**config.mk**
```make
export PLATFORM = sky130hd
export DESIGN_NAME = i8080_ahb_bridge
export DESIGN_NICKNAME = d
export VERILOG_FILES = /design/src/rtl/i8080_bridge_pkg.sv /design/src/rtl/i8080_ahb_bridge_strobe_sync.sv /design/src/rtl/i8080_ahb_bridge.sv
export SDC_FILE = /design/constraint.sdc
export NUM_CORES = 1
export LEC_CHECK = 0
export ABC_AREA = 1
export CAP_MARGIN = 20
export CORE_MARGIN = 2
export CORE_UTILIZATION = 41
export CTS_CLUSTER_SIZE = 20
export DETAILED_ROUTE_END_ITERATION = 6
export PLACE_DENSITY = 0.85
export SYNTH_ARGS = -nofsm -noshare
export SYNTH_HDL_FRONTEND = slang
export SYNTH_HIERARCHICAL = 1
export SYNTH_SLANG_ARGS = --single-unit
```
**constraint.sdc**
```tcl
create_clock -name HCLK -period 2 [get_ports HCLK]
set_clock_uncertainty 0.1 [all_clocks]
set_input_delay 0.4 -clock HCLK [delete_from_list [all_inputs] [get_ports HCLK]]
set_output_delay 0.4 -clock HCLK [all_outputs]
set_load 0.01 [all_outputs]
```
**src/rtl/i8080_bridge_pkg.sv**
```systemverilog
// Shared definitions for the i8080-to-AHB bridge: FSM state encoding,
// default address windows and the width of the optional watchdog counter.
package i8080_bridge_pkg;

    // FSM state encoding
    localparam logic [2:0] ST_IDLE   = 3'd0;
    localparam logic [2:0] ST_ISSUE  = 3'd1;
    localparam logic [2:0] ST_ACCEPT = 3'd2;
    localparam logic [2:0] ST_WAIT   = 3'd3;
    localparam logic [2:0] ST_HOLD   = 3'd4;

    // Default address windows
    localparam logic [31:0] DEFAULT_MEM_BASE = 32'h2000_0000;
    localparam logic [31:0] DEFAULT_IO_BASE  = 32'h4000_0000;

    // Width of the watchdog counter (covers TIMEOUT_CYCLES up to 65536)
    localparam int TIMEOUT_W = 16;

endpackage

```
**src/rtl/i8080_ahb_bridge_strobe_sync.sv**
```systemverilog
// Multi-flop synchroniser for one active-low asynchronous strobe.
// Resets to the deasserted (high) level so a reset never looks like a strobe.
module strobe_sync #(
    parameter int STAGES = 2
) (
    input  logic HCLK,
    input  logic HRESETn,
    input  logic strobe_n,
    output logic synced_n
);

    logic [STAGES-1:0] chain;

    // Shift the raw strobe through STAGES flops, reset to the idle level
    always_ff @(posedge HCLK or negedge HRESETn) begin
        if (!HRESETn) begin
            chain <= '1;
        end else begin
            chain <= {chain[STAGES-2:0], strobe_n};
        end
    end

    assign synced_n = chain[STAGES-1];

endmodule

```
**src/rtl/i8080_ahb_bridge.sv**
```systemverilog
// i8080 system-controller strobes to AHB-master request bridge.
// Turns MEMR_N/MEMW_N/IOR_N/IOW_N cycles into one-cycle READ/WRITE requests,
// stalls the CPU through CPU_READY and returns read data on CPU_D_OUT.
// Optional watchdog: define I8080_BRIDGE_TIMEOUT_EN to bound the wait for the
// AHB master and raise the sticky ERR flag on expiry.
module i8080_ahb_bridge
    import i8080_bridge_pkg::*;
#(
    parameter logic [31:0] MEM_BASE       = DEFAULT_MEM_BASE,
    parameter logic [31:0] IO_BASE        = DEFAULT_IO_BASE,
    parameter int          SYNC_STAGES    = 2,
    parameter int          TIMEOUT_CYCLES = 1024
) (
    input  logic        HCLK,
    input  logic        HRESETn,
    input  logic [15:0] CPU_A,
    input  logic [7:0]  CPU_D_IN,
    output logic [7:0]  CPU_D_OUT,
    output logic        CPU_D_OE,
    input  logic        MEMR_N,
    input  logic        MEMW_N,
    input  logic        IOR_N,
    input  logic        IOW_N,
    output logic        CPU_READY,
    output logic        READ,
    output logic        WRITE,
    output logic [31:0] ADDR,
    output logic [7:0]  DATAIN,
    input  logic [7:0]  AHB_RDATA,
    input  logic        AHB_BUSY,
    input  logic        VALID,
    output logic        ERR
);

    logic [2:0]  state;
    logic        is_write;
    logic        memr_s;
    logic        memw_s;
    logic        ior_s;
    logic        iow_s;
    logic        any_sync;
    logic        any_raw;
    logic        xfer_done;
    logic        timeout_hit;
    logic [31:0] mem_addr;
    logic [31:0] io_addr;

    strobe_sync #(.STAGES(SYNC_STAGES)) u_sync_memr (
        .HCLK     (HCLK),
        .HRESETn  (HRESETn),
        .strobe_n (MEMR_N),
        .synced_n (memr_s)
    );

    strobe_sync #(.STAGES(SYNC_STAGES)) u_sync_memw (
        .HCLK     (HCLK),
        .HRESETn  (HRESETn),
        .strobe_n (MEMW_N),
        .synced_n (memw_s)
    );

    strobe_sync #(.STAGES(SYNC_STAGES)) u_sync_ior (
        .HCLK     (HCLK),
        .HRESETn  (HRESETn),
        .strobe_n (IOR_N),
        .synced_n (ior_s)
    );

    strobe_sync #(.STAGES(SYNC_STAGES)) u_sync_iow (
        .HCLK     (HCLK),
        .HRESETn  (HRESETn),
        .strobe_n (IOW_N),
        .synced_n (iow_s)
    );

    assign any_sync = ~(memr_s & memw_s & ior_s & iow_s);
    assign any_raw  = ~(MEMR_N & MEMW_N & IOR_N & IOW_N);

    // The memory window keeps the full 16-bit address, IO only the low byte
    assign mem_addr = MEM_BASE | {16'h0000, CPU_A};
    assign io_addr  = IO_BASE  | {24'h000000, CPU_A[7:0]};

    // Wait states are inserted from the raw strobe so the CPU is caught on
    // its very first T-state, before the synchronisers have seen anything
    assign CPU_READY = any_raw ? (state == ST_HOLD) : 1'b1;

    // Writes finish when the master drops BUSY, reads when data is valid
    assign xfer_done = (state == ST_WAIT) && (is_write ? !AHB_BUSY : VALID);

`ifdef I8080_BRIDGE_TIMEOUT_EN
    localparam logic [TIMEOUT_W-1:0] TIMEOUT_LIMIT = TIMEOUT_W'(TIMEOUT_CYCLES - 1);

    logic [TIMEOUT_W-1:0] wd_count;

    assign timeout_hit = ((state == ST_ACCEPT) || (state == ST_WAIT)) &&
                         !xfer_done && (wd_count == TIMEOUT_LIMIT);

    // Watchdog counts only while the AHB side owns the transfer; ERR is sticky
    always_ff @(posedge HCLK or negedge HRESETn) begin
        if (!HRESETn) begin
            wd_count <= '0;
            ERR      <= 1'b0;
        end else begin
            if ((state == ST_ACCEPT) || (state == ST_WAIT)) begin
                wd_count <= wd_count + 1'b1;
            end else begin
                wd_count <= '0;
            end
            if (timeout_hit) begin
                ERR <= 1'b1;
            end
        end
    end
`else
    assign timeout_hit = 1'b0;
    // Constant 0; the limit is referenced only so it stays part of the interface
    assign ERR = 1'b0 && (TIMEOUT_CYCLES != 0);
`endif

    // Transfer sequencer: latch the request, pulse it, track the AHB side,
    // then hold the CPU bus until the strobe is withdrawn
    always_ff @(posedge HCLK or negedge HRESETn) begin
        if (!HRESETn) begin
            state     <= ST_IDLE;
            is_write  <= 1'b0;
            READ      <= 1'b0;
            WRITE     <= 1'b0;
            ADDR      <= 32'h0;
            DATAIN    <= 8'h00;
            CPU_D_OUT <= 8'h00;
            CPU_D_OE  <= 1'b0;
        end else begin
            READ  <= 1'b0;
            WRITE <= 1'b0;
            case (state)
                ST_IDLE: begin
                    if (any_sync) begin
                        state <= ST_ISSUE;
                        if (!memw_s) begin
                            ADDR     <= mem_addr;
                            DATAIN   <= CPU_D_IN;
                            is_write <= 1'b1;
                            WRITE    <= 1'b1;
                        end else if (!iow_s) begin
                            ADDR     <= io_addr;
                            DATAIN   <= CPU_D_IN;
                            is_write <= 1'b1;
                            WRITE    <= 1'b1;
                        end else if (!memr_s) begin
                            ADDR     <= mem_addr;
                            is_write <= 1'b0;
                            READ     <= 1'b1;
                        end else begin
                            ADDR     <= io_addr;
                            is_write <= 1'b0;
                            READ     <= 1'b1;
                        end
                    end
                end
                ST_ISSUE: begin
                    state <= ST_ACCEPT;
                end
                ST_ACCEPT: begin
                    if (timeout_hit) begin
                        state <= ST_HOLD;
                        if (!is_write) begin
                            CPU_D_OUT <= 8'hFF;
                            CPU_D_OE  <= 1'b1;
                        end
                    end else begin
                        state <= ST_WAIT;
                    end
                end
                ST_WAIT: begin
                    if (xfer_done) begin
                        if (any_sync) begin
                            state <= ST_HOLD;
                            if (!is_write) begin
                                CPU_D_OUT <= AHB_RDATA;
                                CPU_D_OE  <= 1'b1;
                            end
                        end else begin
                            state <= ST_IDLE;
                        end
                    end else if (timeout_hit) begin
                        state <= ST_HOLD;
                        if (!is_write) begin
                            CPU_D_OUT <= 8'hFF;
                            CPU_D_OE  <= 1'b1;
                        end
                    end
                end
                ST_HOLD: begin
                    if (!any_sync) begin
                        CPU_D_OE <= 1'b0;
                        state    <= ST_IDLE;
                    end
                end
                default: begin
                    state <= ST_IDLE;
                end
            endcase
        end
    end

endmodule

```
After elaboration in Yosys (flattened, before gate mapping) --
Index checks and enable logic that the tools add are counted.
Word-level totals: logic and storage cells 64, bits of input ports 40, bits in registers 63, output and inout bits 53
Cells by class: bitwise logic cells 8, reduce and logical (&&, ||, !) cells 9, muxes and demuxes 25, equality and inequality tests 10
Operators by type and width (number):
- 31-bit two-way mux | 3
- 8-bit two-way mux | 2
- 3-bit one-hot mux with 5 select lines | 1
- 1-bit two-way mux | 14
- 3-bit two-way mux | 4
- 2-bit inequality test (second input constant) | 6
- 1-bit AND | 6
- 3-bit by 2-bit == test with 1-bit output (second input constant) | 2
- 3-bit AND reduction | 2
- 5-bit AND reduction | 1
- 4-bit AND reduction | 1
- 3-bit by 1-bit == test with 1-bit output (second input constant) | 1
- 3-bit == test (second input constant) | 1
- 3-bit zero test | 1
- 1-bit inverter | 2
- 1-bit one-hot mux with 2 select lines | 1
- 2-bit AND reduction | 1
- 2-bit nonzero test | 1
- 1-bit logical AND | 1
- 1-bit zero test | 1

Depth between registers and ports, before layout --
depth after elaboration 6, depth in mapped cells 8, depth with buffers taken out 7

Hierarchy --
Netlist, hierarchy kept.
Modules (own cells, without submodules):
- i8080_ahb_bridge | cells each 207, instances 1, seq. area each 1026.0 um2, area each 1858.0 um2
- strobe_sync | cells each 2, instances 4, seq. area each 52.6 um2, area each 52.6 um2

Worst setup path after synthesis --
OpenSTA, ideal clock, no wires.
path kind register to register, start point reg u_sync_memw.chain[1], end point reg ADDR[2], setup slack 0.635 ns, library setup time 0.116 ns, data required time 1.784 ns, cell stages (with the launch flop) 9, arrival time 1.149 ns, buffers on the path 1, path through dfstp_2 nand2_2 nor2_8 inv_4 nand2_4 buf_12 inv_6 nand2_1 nand2_1
Between the ends: longest elaborated chain between the ends 5, elaborated cells between the ends (all ways) 6, those cells by class 1 x mux; 4 x bitwise; 1 x reduce/logical
RTL lines:
- from (decl) | RTL line i8080_ahb_bridge_strobe_sync.sv:12 | logic [STAGES-1:0] chain;
- from (signal assigned) | RTL line i8080_ahb_bridge_strobe_sync.sv:19 | chain <= {chain[STAGES-2:0], strobe_n};
- 1-bit AND (3 in a row) | RTL line i8080_ahb_bridge.sv:76 | assign any_sync = ~(memr_s & memw_s & ior_s & iow_s);
- 1-bit inverter (no line)
- 2-bit AND reduction (no line)
- to (signal assigned) | RTL line i8080_ahb_bridge.sv:140 | ADDR <= mem_addr;
- to (signal assigned) | RTL line i8080_ahb_bridge.sv:145 | ADDR <= io_addr;
- to (signal assigned) | RTL line i8080_ahb_bridge.sv:150 | ADDR <= mem_addr;
- to (decl) | RTL line i8080_ahb_bridge.sv:27 | output logic [31:0] ADDR,
Parallel ways exist; a longest one is shown, timed or not. A chain may end at the register's enable or synchronous reset.

Worst setup path in the final report --
start point in IOR_N, end point out CPU_READY
Between the ends: longest elaborated chain between the ends 3
RTL lines:
- from (decl) | RTL line i8080_ahb_bridge.sv:22 | input logic IOR_N,
- 1-bit AND (2 in a row) | RTL line i8080_ahb_bridge.sv:77 | assign any_raw = ~(MEMR_N & MEMW_N & IOR_N & IOW_N);
- 1-bit two-way mux | RTL line i8080_ahb_bridge.sv:85 | assign CPU_READY = any_raw ? (state == ST_HOLD) : 1'b1;
- to (decl) | RTL line i8080_ahb_bridge.sv:24 | output logic CPU_READY,
Every way passes these cells.

==> metrics <==
CP Cell Sequence=clkdlybuf4s50_1, nand4_1, o21ai_0, dlygate4sd2_1; Critical Path Slowest Stage Cell=clkdlybuf4s50_1; Switch Pwr=0.00142 W; post-route ant nets=0; Fill cells=~420; most instantiated library cell after synthesis=nand2_1; first-pass GRT wire length=6.98 mm; Sw Ratio=35.0%; drc violations=0; CP Capture Type=output port; All-Layer GR Usage=16.2%; leakage power total=1.44 nW; Synth top cells by count=nand2_1, dfrtp_1, buf_4, o21ai_0, nand3_1; sequential cell area fraction in the yosys report=between 50% and 60%; Mapped Area=2070 um2; total wire length after detailed routing=4.16 mm; Starting Density=43.2%; Num CTS Buffers=5; largest cells by area after synthesis=dfrtp_1, nand2_1, dfstp_2; endpoints failing hold=0; number of global-route vias before repair=approximately 1600; hpwl dp=3.15 mm; fin nets=337; Avg Cell Area, Syn=9.62 um2; Routability Congestion=just over 0.7; CTS Sinks=49; pwr/cell area=1380 nW/um2; Clock Tree Buf Depth=2; Fin Hold WS=260 ps; DR WL/cell=~11 um; chip width=75.0 um; crit-path max FO=2; DR iter-0 viols=73; die area=between 5000 and 6000 um2; Synth top area share=49.6%; fin crit share=roughly 93%; Post-synth ARST share=100%; Worst Path Arrival=1370 ps; Remaining Overflow, GRT=0; number of antenna violations at the first check in global routing=0; CTS clk-pin slew, worst paths=around 90 ps; yosys warns=6; post-synth top area cell=dfrtp_1; Pint=0.00264 W; multi-input combinational cell area=682 um2; clock root buffer=clkbuf_8; H-tree levels=2; TNS Setup=0 ps; HP Class=flip-flop to flip-flop; I/O pin count=93; Core ar.=4790 um2; max frequency=535 MHz; max cap viols=0; Cell Rows=25; vias per std cell=4.35; crit path time final=1870 ps; Seq pwr share=39.4%; EDFF count, synth=0; total number of vias=approximately 1600; Antenna diodes=0; unrepaired setup endpoints after global routing=no; Die Ht=75.0 um; CP required=1500 ps; Post-Syn Instances=215; Finish-stage setup viols=0; element type at the critical path start=primary input; Slew Limit Fails=0; Area Overhead vs Synth=43.0%; #FFs+latches synth=49; CTS tree=built; setup bufs post-CTS=0; number of port buffers=77; part of the power in the clock network=17.1%; register area=approximately 1200 um2; Clock Latency Late Sink=between 200 and 300 ps; largest net degree at the start of global routing=31; Comb pwr share=43.5%; Worst Setup Path Type=primary input to output port; count of unique library cells instantiated by Yosys=23; outcome=finished clean; max incr delay on CP=between 400 and 500 ps; post-layout util=61.8%; share of layout cells above drive strength 1=around an eighth; First-pass DRT Iterations=4; ys flop type=dfrtp_1; VDD IR max=approximately 0.64 mV
==> timing repair <==
item	4_1_cts	5_1_grt
endpoints found under the hold margin	20	0
setup endpoints to repair	1	0
hold buffers	1	0
gates resized for setup	1	0
==> sequential cells by signal (all words and copies together) (netlist names) <==
signal,count
DATAIN,8
READ,1
CPU_D_OUT,8
is_write,1
u_sync_ior/chain,2
ADDR,18
state,3
CPU_D_OE,1
u_sync_memw/chain,2
u_sync_memr/chain,2
WRITE,1
u_sync_iow/chain,2
==> power by group through the flow <==
stage                     Combinational (W)  Sequential, W  Clock, W
final                               0.00177        0.00160  0.000695
after detailed placement            0.00180        0.00161         0
after global routing                0.00198        0.00165  0.000766
after global placement              0.00175        0.00161         0
after floorplan                    0.000807        0.00176         0
after CTS                           0.00180        0.00160  0.000719
==> through the flow <==
stage          instance area (um2)  total power, W  setup WS [ps]  std cells
6_report                      2960         0.00407            130        365
4_1_cts                       2960         0.00412            121        365
3_3_place_gp                  2830         0.00336           -104        356
2_1_floorplan                 2120         0.00257            635        229
5_1_grt                       2960         0.00440           55.9        365
3_5_place_dp                  2830         0.00341           -159        356
==> path summary, 6_finish.rpt <==
path,from,end,slack (ps),cells after the start
setup / recovery,IOR_N,CPU_READY,130,4
hold / removal,u_sync_memw/chain[0],u_sync_memw/chain[1],260,0
setup reg to reg,u_sync_memw/chain[1],ADDR[3],420,7
hold reg to reg,u_sync_memw/chain[0],u_sync_memw/chain[1],260,0
max in group asynchronous,HRESETn,u_sync_ior/chain[0],710,3
min in group asynchronous,HRESETn,ADDR[13],500,2
==> worst max-delay path: cells and delay by family <==
kind / cells / cell delay [ps]
compound gates: 1 / 90
buf+inv: 2 / 760
simple gates: 1 / 110
==> metal layers <==
layer | global-route usage, % | wire, um
met1 | 20.0 | 1800
met4 | 4.17 | 0
met5 | 0 | 0
met2 | 27.7 | 2060
met3 | 5.09 | 309
==> placed cells by master, fill, tap and decap left out <==
| cell type | count |
|---|---|
| conb_1 | 15 |
| clkinv_4 | 1 |
| inv_2 | 2 |
| clkdlybuf4s50_1 | 75 |
| nand4_1 | 3 |
| nand3_2 | 1 |
| clkinvlp_4 | 1 |
| o21ai_2 | 1 |
| nand2_2 | 7 |
| inv_6 | 1 |
| buf_2 | 1 |
| o21ai_0 | 12 |
| nand2_1 | 95 |
| clkbuf_8 | 5 |
| nor2_1 | 3 |
| inv_1 | 6 |
| nand3_1 | 9 |
| inv_4 | 1 |
| bufinv_16 | 1 |
| nor2_4 | 2 |
| dfrtp_1 | 41 |
| nor2_2 | 1 |
| dlygate4sd2_1 | 1 |
| buf_12 | 1 |
| nor2_8 | 1 |
| dfstp_2 | 8 |
| nand2_4 | 2 |
| dlygate4sd3_1 | 1 |
==> cell families (layout without fill, tap and decap cells) <==
logic type / after synthesis / after routing / synth area share (%)
AND/OR/NAND/NOR: 124 / 124 / 26.9
flip-flops: 49 / 49 / 59.8
buffers and inverters: 28 / 97 / 9.80
AO/OA/AOI/OAI: 13 / 13 / 3.33
other: 1 / 15 / 0.181
==> cell type report <==
class / count / area share (%)
Clock buffer: 5 / 2.33
Clock inverter: 3 / 1.57
Inverter: 10 / 1.52
Multi-Input combinational cell: 152 / 23.1
Sequential cell: 49 / 41.8
Tap cell: 67 / 2.84
Timing Repair Buffer: 79 / 26.9
(Power assumes the default switching activity.)
